**src/rtl/serial_2scomp_mc_pkg.sv**
```systemverilog
// Shared types for the multi-channel serial two's-complement unit:
// the operating-mode encoding and the output-sequencer state.
package serial_2sc_pkg;

  typedef enum logic [1:0] {
    MODE_PASS = 2'b00,
    MODE_NEG  = 2'b01,
    MODE_ABS  = 2'b10,
    MODE_RSVD = 2'b11
  } mode_t;

  typedef enum logic {
    OUT_IDLE = 1'b0,
    OUT_RUN  = 1'b1
  } out_state_t;

endpackage

```
**src/rtl/serial_2scomp_mc_if.sv**
```systemverilog
// Serial stream bundle: word-framed input bits per lane plus framed result bits.
// master = stream source/consumer side, slave = the processing unit.
interface serial_2scomp_mc_if #(
  parameter int unsigned CHANNELS = 2
);

  logic                start;
  logic [CHANNELS-1:0] data;
  logic [1:0]          mode;
  logic [CHANNELS-1:0] pout;
  logic                pvalid;
  logic                pfirst;
  logic                plast;
  logic [CHANNELS-1:0] overflow;

  modport master (
    output start, data, mode,
    input  pout, pvalid, pfirst, plast, overflow
  );

  modport slave (
    input  start, data, mode,
    output pout, pvalid, pfirst, plast, overflow
  );

endinterface

```
**src/rtl/serial_2scomp_mc_lane.sv**
```systemverilog
// One lane: input word buffer, serial negator with seen_one, sign-driven enable.
// Most-negative overflow detection is compiled in only with SERIAL_2SC_OVF_EN.
module serial_2sc_lane
  import serial_2sc_pkg::*;
#(
  parameter int unsigned WIDTH = 8
) (
  input  logic  clk,
  input  logic  reset_n,
  input  logic  sample,
  input  logic  load,
  input  logic  shift,
  input  logic  last,
  input  logic  din,
  input  mode_t mode_q,
  output logic  pout,
  output logic  overflow
);

  logic [WIDTH-2:0] in_sr;
  logic [WIDTH-2:0] out_sr;
  logic [WIDTH-1:0] word;
  logic             seen_one;
  logic             neg_en;
  logic             neg_next;

  assign word = {din, in_sr};

  always_comb begin
    neg_next = (mode_q == MODE_NEG) | ((mode_q == MODE_ABS) & din);
  end

  always_ff @(posedge clk or negedge reset_n) begin
    if (!reset_n) begin
      in_sr <= '0;
    end else if (sample) begin
      in_sr <= word[WIDTH-1:1];
    end
  end

  // Bit 0 leaves on the load edge itself, so the shift register keeps only bits 1..WIDTH-1.
  always_ff @(posedge clk or negedge reset_n) begin
    if (!reset_n) begin
      out_sr   <= '0;
      pout     <= 1'b0;
      seen_one <= 1'b0;
      neg_en   <= 1'b0;
    end else if (load) begin
      out_sr   <= word[WIDTH-1:1];
      pout     <= word[0];
      seen_one <= word[0];
      neg_en   <= neg_next;
    end else if (shift) begin
      out_sr   <= out_sr >> 1;
      pout     <= out_sr[0] ^ (neg_en & seen_one);
      seen_one <= seen_one | out_sr[0];
    end else begin
      pout     <= 1'b0;
    end
  end

`ifdef SERIAL_2SC_OVF_EN
  logic ovf_q;

  always_ff @(posedge clk or negedge reset_n) begin
    if (!reset_n) begin
      ovf_q    <= 1'b0;
      overflow <= 1'b0;
    end else if (load) begin
      ovf_q    <= neg_next & din & (in_sr == '0);
      overflow <= 1'b0;
    end else if (shift) begin
      overflow <= last & ovf_q;
    end else begin
      overflow <= 1'b0;
    end
  end
`else
  logic last_unused;

  assign last_unused = last;
  assign overflow    = 1'b0;
`endif

endmodule

```
**src/rtl/serial_2scomp_mc.sv**
```systemverilog
// Multi-channel framed serial two's-complement unit (pass / negate / abs).
// Define SERIAL_2SC_OVF_EN to enable per-lane most-negative overflow flags.
module serial_2scomp_mc
  import serial_2sc_pkg::*;
#(
  parameter int unsigned WIDTH    = 8,
  parameter int unsigned CHANNELS = 2
) (
  input logic               clk,
  input logic               reset_n,
  serial_2scomp_mc_if.slave bus
);

  localparam int unsigned     CW   = $clog2(WIDTH);
  localparam logic [CW-1:0]   LAST = CW'(WIDTH - 1);

  logic [CW-1:0]       cnt;
  logic [CW-1:0]       ocnt;
  logic [CW-1:0]       ocnt_next;
  mode_t               mode_q;
  out_state_t          state;
  out_state_t          state_next;
  logic                load;
  logic                shift;
  logic                last;
  logic [CHANNELS-1:0] pout_w;
  logic [CHANNELS-1:0] ovf_w;

  assign load = bus.start && (cnt == LAST);

  always_ff @(posedge clk or negedge reset_n) begin
    if (!reset_n) begin
      cnt    <= '0;
      mode_q <= MODE_PASS;
    end else begin
      if (!bus.start || cnt == LAST) begin
        cnt <= '0;
      end else begin
        cnt <= cnt + 1'b1;
      end
      if (bus.start && cnt == '0) begin
        mode_q <= mode_t'(bus.mode);
      end
    end
  end

  always_ff @(posedge clk or negedge reset_n) begin
    if (!reset_n) begin
      state <= OUT_IDLE;
      ocnt  <= '0;
    end else begin
      state <= state_next;
      ocnt  <= ocnt_next;
    end
  end

  // A load restarts the output word even while the previous one shows its last bit.
  always_comb begin
    state_next = state;
    ocnt_next  = ocnt;
    shift      = 1'b0;
    last       = 1'b0;
    if (load) begin
      state_next = OUT_RUN;
      ocnt_next  = '0;
    end else if (state == OUT_RUN) begin
      if (ocnt == LAST) begin
        state_next = OUT_IDLE;
      end else begin
        shift     = 1'b1;
        ocnt_next = ocnt + 1'b1;
        last      = (ocnt_next == LAST);
      end
    end
  end

  always_ff @(posedge clk or negedge reset_n) begin
    if (!reset_n) begin
      bus.pvalid <= 1'b0;
      bus.pfirst <= 1'b0;
      bus.plast  <= 1'b0;
    end else begin
      bus.pvalid <= load | shift;
      bus.pfirst <= load;
      bus.plast  <= last;
    end
  end

  for (genvar g = 0; g < CHANNELS; g++) begin : g_lane
    serial_2sc_lane #(
      .WIDTH(WIDTH)
    ) u_lane (
      .clk     (clk),
      .reset_n (reset_n),
      .sample  (bus.start),
      .load    (load),
      .shift   (shift),
      .last    (last),
      .din     (bus.data[g]),
      .mode_q  (mode_q),
      .pout    (pout_w[g]),
      .overflow(ovf_w[g])
    );
  end

  assign bus.pout     = pout_w;
  assign bus.overflow = ovf_w;

endmodule

```
**src/flat_wrapper.sv**
```systemverilog
// flat-port wrapper written by rule: the top's interface ports become plain ports
module serial_2scomp_mc_flat import serial_2sc_pkg::*;
#(
  parameter int unsigned WIDTH    = 8,
  parameter int unsigned CHANNELS = 2
)
  (clk, reset_n, bus_start, bus_data, bus_mode, bus_pout, bus_pvalid, bus_pfirst, bus_plast, bus_overflow);
  serial_2scomp_mc_if #(.CHANNELS(CHANNELS)) bus_i ();
  input logic clk;
  input logic reset_n;
  input wire logic [$bits(bus_i.start)-1:0] bus_start;
  input wire logic [$bits(bus_i.data)-1:0] bus_data;
  input wire logic [$bits(bus_i.mode)-1:0] bus_mode;
  output wire logic [$bits(bus_i.pout)-1:0] bus_pout;
  output wire logic [$bits(bus_i.pvalid)-1:0] bus_pvalid;
  output wire logic [$bits(bus_i.pfirst)-1:0] bus_pfirst;
  output wire logic [$bits(bus_i.plast)-1:0] bus_plast;
  output wire logic [$bits(bus_i.overflow)-1:0] bus_overflow;
  assign bus_i.start = bus_start;
  assign bus_i.data = bus_data;
  assign bus_i.mode = bus_mode;
  assign bus_pout = bus_i.pout;
  assign bus_pvalid = bus_i.pvalid;
  assign bus_pfirst = bus_i.pfirst;
  assign bus_plast = bus_i.plast;
  assign bus_overflow = bus_i.overflow;
  serial_2scomp_mc #(.WIDTH(WIDTH), .CHANNELS(CHANNELS)) u_core (.clk(clk), .reset_n(reset_n), .bus(bus_i));
endmodule
```
**config.mk**
```make
export PLATFORM = sky130hd
export DESIGN_NAME = serial_2scomp_mc_flat
export DESIGN_NICKNAME = d
export VERILOG_FILES = /design/src/rtl/serial_2scomp_mc_pkg.sv /design/src/rtl/serial_2scomp_mc_if.sv /design/src/rtl/serial_2scomp_mc_lane.sv /design/src/rtl/serial_2scomp_mc.sv /design/src/flat_wrapper.sv
export SDC_FILE = /design/constraint.sdc
export NUM_CORES = 1
export LEC_CHECK = 0
export BUFFER_PORTS_ARGS = -buffer_cell sky130_fd_sc_hd__buf_2
export CORE_MARGIN = 1
export CORE_UTILIZATION = 60
export CTS_BUF_LIST = sky130_fd_sc_hd__clkbuf_8 sky130_fd_sc_hd__clkbuf_16
export DETAILED_ROUTE_END_ITERATION = 8
export HOLD_SLACK_MARGIN = 0.03
export PLACE_DENSITY = 0.88
export SLEW_MARGIN = 20
export SYNTH_ARGS = -nofsm -noshare
export SYNTH_HDL_FRONTEND = slang
export SYNTH_SLANG_ARGS = --single-unit
```
**constraint.sdc**
```tcl
create_clock -name clk -period 2.27 [get_ports clk]
set_input_delay 0 -clock clk [delete_from_list [all_inputs] [get_ports clk]]
set_output_delay 0 -clock clk [all_outputs]
set_load 0.05 [all_outputs]
```
==> Word level (Yosys, flattened, before mapping) <==
Index checks and enable logic that the tools add are counted.
{ "word_totals": {"elab_cells": 67, "regBits": 46, "output_inout_bits": 7} }
{ "classes": {"reduce_logical": 8, "muxes": 23, "add_sub_neg": 2, "eq_ne": 6, "bitwise": 11} }
{ "op_table": {"columns": ["op", "n"], "rows": [
  ["7-bit two-way mux", 4],
  ["1-bit two-way mux", 15],
  ["3-bit two-way mux", 4],
  ["3-bit equality test (second input constant)", 3],
  ["3-bit by 1-bit adder with 3-bit output (second input constant)", 2],
  ["1-bit bitwise OR", 5],
  ["1-bit bitwise AND", 4],
  ["2-bit nonzero test", 2],
  ["3-bit zero test", 1],
  ["2-bit by 1-bit equality test with 1-bit output (second input constant)", 1],
  ["2-bit equality test (second input constant)", 1],
  ["1-bit logical AND", 2],
  ["2-bit by 1-bit inequality test with 1-bit output (second input constant)", 1],
  ["2-bit AND reduction", 1],
  ["1-bit bitwise XOR", 2],
  ["1-bit zero test", 1],
  ["1-bit logical OR", 1]
]} }

==> Depth between registers and ports, before layout <==
{ "logic_depth": {"word_depth": 6, "mapped_depth": 7, "depth_no_buf": 6} }

==> Hierarchy <==
From an unflattened synthesis, not the netlist that was laid out.
{ "unflattened": {"hier_cells": 163, "hier_area_um2": 1995.7} }
{ "by_module_without_submodules": {"columns": ["module", "area_each_um2", "seq_area_each_um2", "n_inst", "cells_each"], "rows": [
  ["serial_2sc_lane", 737.0, 425.4, 2, 62],
  ["serial_2scomp_mc", 521.8, 275.3, 1, 39]
]} }

==> Worst setup path before layout <==
OpenSTA, ideal clock, no wires.
{ "synth_path": {"kind": "reg-to-reg", "from": "reg u_core.ocnt[0]", "to": "reg u_core.g_lane[1].u_lane.out_sr[5]", "stages_incl_launch_ff": 8, "path_slack_ns": 0.866, "setup_ns": 0.082, "arrival_ns": 1.322, "synth_period_minus_slack_ns": 1.404, "required_time_ns": 2.188, "path_buffers": 2, "path_cell_list": "dfrtp_1 > ha_1 > ha_1 > nor2b_1 > buf_4 > buf_6 > nand2_1 > a31oi_1"} }
{ "synth_between": {"elab_chain_cells": 5} }
{ "synth_lines": {"columns": ["item", "line", "text"], "rows": [
  ["from (decl)", "serial_2scomp_mc.sv:18", "logic [CW-1:0] ocnt;"],
  ["from (signal assigned)", "serial_2scomp_mc.sv:53", "ocnt <= ocnt_next;"],
  ["3-bit equality test", "serial_2scomp_mc.sv:67", "if (ocnt == LAST) begin"],
  ["1-bit two-way mux", "serial_2scomp_mc.sv:67", null],
  ["1-bit two-way mux", "serial_2scomp_mc.sv:66", "end else if (state == OUT_RUN) begin"],
  ["1-bit two-way mux", "serial_2scomp_mc.sv:63", "if (load) begin"],
  ["2-bit nonzero test (no source line)", null, null],
  ["to (signal assigned)", "serial_2scomp_mc_lane.sv:49", "out_sr <= word[WIDTH-1:1];"],
  ["to (signal assigned)", "serial_2scomp_mc_lane.sv:54", "out_sr <= out_sr >> 1;"],
  ["to (decl)", "serial_2scomp_mc_lane.sv:21", "logic [WIDTH-2:0] out_sr;"]
]} }
No other way between the ends.
A chain may end at the register's enable or synchronous reset.

==> Final worst setup path <==
{ "layout_path": {"from": "reg u_core.cnt[0]", "to": "reg u_core.g_lane[1].u_lane.out_sr[6]"} }
{ "layout_between": {"elab_chain_cells": 4, "word_cells_on_any_way": 5} }
{ "layout_lines": {"columns": ["item", "line", "text"], "rows": [
  ["from (decl)", "serial_2scomp_mc.sv:17", "logic [CW-1:0] cnt;"],
  ["from (signal assigned)", "serial_2scomp_mc.sv:39", "cnt <= cnt + 1'b1;"],
  ["3-bit equality test (*)", "serial_2scomp_mc.sv:29", "assign load = bus.start && (cnt == LAST);"],
  ["1-bit logical AND (*)", "serial_2scomp_mc.sv:29", null],
  ["1-bit two-way mux", "serial_2scomp_mc.sv:63", null],
  ["2-bit nonzero test (no source line)", null, null]
]} }
Mark *: on every way between the ends. The rest lies on a longest branch, timed or not.

==> impl_metrics.ini <==
[status]
status = complete, no violations

[setup_path]
path_class = reg2reg
arrival_ns = 2.02
slowest_delay_ns = 0.40
cp-start-kind = register
cp_top_family = simple AND/OR/NAND/NOR gates
cp.required_ns = 2.51
cp_max_fo = 14
worst-path-buf-inv = 1
cp_common_cell = ha_1
end_kind = register
cp_slowest_cell = dfrtp_1
path_cells = ha_1, ha_1, nand2_2, inv_1, nor2_1, a22o_1

[worst_hold_path]
hp-class = in2reg

[global_routing]
grt_pass1_vias = 1312
overflow = 0
grt.total_usage_pct = 25.9
grt_pass1_wl_mm = 6.39
antenna_found_initial = 0
grt_max_degree = 46

[sta]
timing.final.ws_setup_ns = 0.495
tightest_slew_ns = 0.968
rsz0062_at_grt = no
fmax_mhz = 563
slew_violations = 0
whs_ns = 0.172
hold_violations = 0
relSlewSlack_pct = 35.5
final.period_utilization_pct = 78.2
fin_worst_skew_ns = 0.00681
setup_violations = 0
setup-tns-final_ns = 0
min_period_ns = 1.77

[run]
max_cap_violations = 0

[routing]
initialDrtViolationCount = 63
routed_wl_mm = 3.54
drtPass1Iterations = 4
num_vias = 1284
drtAntennaViolNets = 0
vias_per_cell = 5.53
route.detailed.drc = 0
wl_per_cell_um = 15.2

[power_and_ir_drop]
ir_drop_uv = 443
power.density_nw_per_um2 = 842
p_leak_uw = 0.00100

[layout]
nets = 201
post-route-util_pct = 69.0
design_area_um2 = 2110
antennaDiodeCount = 0
synthToLayoutAreaGrowth_pct = 8.79
drive_gt1_share_pct = 19.1

[clock_tree]
clk_pin_slew_ns = 0.08
clock-root-buffer = clkbuf_8
cts_setup_buffers = 0
clkLatencyLatePin_ns = 0.30
cts_resized = 0
clockBufferDepth = 2
cts.sinks = 45
tritoncts = done
cts_buffers = 5
htreeDepth = 2

[placed_design]
routabilityCongestion = 0.767
post-place-ws_ns = 0.510
port_buffers = 11
hpwl_mm = 2.37
place_area_um2 = 1970

[die]
die_x_um = 58.8
placementRows = 20
ios = 14
die_area_um2 = 3460
start_util_pct = 63.4
fp.dieH_um = 58.8
core_um2 = 3050

[synthesis]
yosysMostFrequentCell = dfrtp_1
syn_avg_cell_area_um2 = 11.1
synth_cell_types = 22
synth_top_cell_by_area = dfrtp_1
netlist_area_um2 = 1940
synthTopCellsByCount = dfrtp_1, nand2_1, mux2_2, nor2_1, a31oi_1
synthFlopType = dfrtp_1
yosys_warnings = 0
synth_top_area_share_pct = 58.2
synth_edf_count = 0
async_reset_ff_share_pct = 100
synth_area_leaders = dfrtp_1, mux2_2, nand2_1, a31oi_1, ha_1
syn_inst = 175
synth-seq-area-share_pct = 58.2
synth-seq-cells = 45
## report_power, final
part           total, uW  switching, uW  internal, uW
Combinational        255            119           135
Clock                486            249           237
Sequential          1030           98.7           933
Total               1770            467          1310
## final timing paths
check	startpoint	to	slack, ns	cells past startpoint
min reg2reg	u_core.cnt[0]	u_core.cnt[0]	0.48	1
max reg2reg	u_core.cnt[0]	u_core.g_lane[1].u_lane.out_sr[6]	0.50	6
max in group asynchronous	reset_n	u_core.ocnt[1]	1.27	2
min	bus_start	u_core.cnt[0]	0.17	2
max	u_core.cnt[0]	u_core.g_lane[1].u_lane.out_sr[6]	0.50	6
min in group asynchronous	reset_n	u_core.g_lane[0].u_lane.in_sr[3]	0.39	2
## layout by cell type, fill, tap and decap left out, drive strengths merged
| cell | synthesis | final |
|---|---|---|
| clkbuf | 0 | 6 |
| o21ai | 6 | 6 |
| a31oi | 12 | 12 |
| a22o | 2 | 2 |
| nor2b | 3 | 3 |
| dlygate4sd3 | 0 | 5 |
| and3b | 2 | 2 |
| conb | 1 | 2 |
| inv | 5 | 6 |
| buf | 13 | 13 |
| nand2b | 2 | 2 |
| xnor2 | 1 | 1 |
| mux2 | 16 | 16 |
| dfrtp | 45 | 45 |
| nand2 | 36 | 36 |
| nand3b | 1 | 1 |
| xor2 | 2 | 2 |
| nor2 | 15 | 15 |
| a21oi | 6 | 6 |
| ha | 6 | 6 |
| nor3b | 1 | 1 |
## cells by family (layout without fill, tap and decap cells)
| kind of cell | after synthesis | in the layout | share of synthesized area (%) |
|---|---|---|---|
| multiplexers | 16 | 16 | 9.31 |
| other | 1 | 2 | 0.194 |
| adder cells (fa/ha/maj) | 6 | 6 | 3.88 |
| AO/OA/AOI/OAI | 26 | 26 | 7.89 |
| buffers and inverters | 18 | 30 | 5.88 |
| AND/OR/NAND/NOR | 60 | 60 | 13.3 |
| flip-flops | 45 | 45 | 58.2 |
| XOR/XNOR | 3 | 3 | 1.36 |
## stage by stage
| stage | total power (uW) | instances |
|---|---|---|
| 2_1_floorplan | 1200 | 176 |
| 3_3_place_gp | 1260 | 220 |
| 3_5_place_dp | 1290 | 220 |
| 4_1_cts | 1780 | 232 |
| 5_1_grt | 1860 | 232 |
| 6_report | 1770 | 232 |
## layer usage
layer	global-route usage (%)	wire length [um]
met1	32.4	1440
met2	42.4	1860
met3	6.59	174
met4	11.9	56
met5	0	0
## repair_timing
action | in CTS | in global routing
hold endpoints to repair | 51 | 0
setup endpoints to repair | 0 | 0
hold buffers | 5 | 0
## state kept, by name, summed over array words and instances, names as in the netlist
register,cells
u_core.g_lane.u_lane.in_sr,14
u_core.g_lane.u_lane.out_sr,14
u_core.cnt,3
u_core.ocnt,3
u_core.g_lane.u_lane.neg_en,2
u_core.g_lane.u_lane.pout,2
u_core.g_lane.u_lane.seen_one,2
u_core.mode_q,2
u_core.bus.pfirst,1
u_core.bus.plast,1
u_core.bus.pvalid,1
## layout make-up
type,instances,area (um2)
Multi-Input combinational cell,113,699
Clock inverter,1,3.75
Timing Repair Buffer,18,120
Inverter,5,18.8
Sequential cell,45,1130
Fill cell,217,947
Clock buffer,6,82.6
Tap cell,44,55.1
No activity file was read; power rests on OpenSTA's default activity.
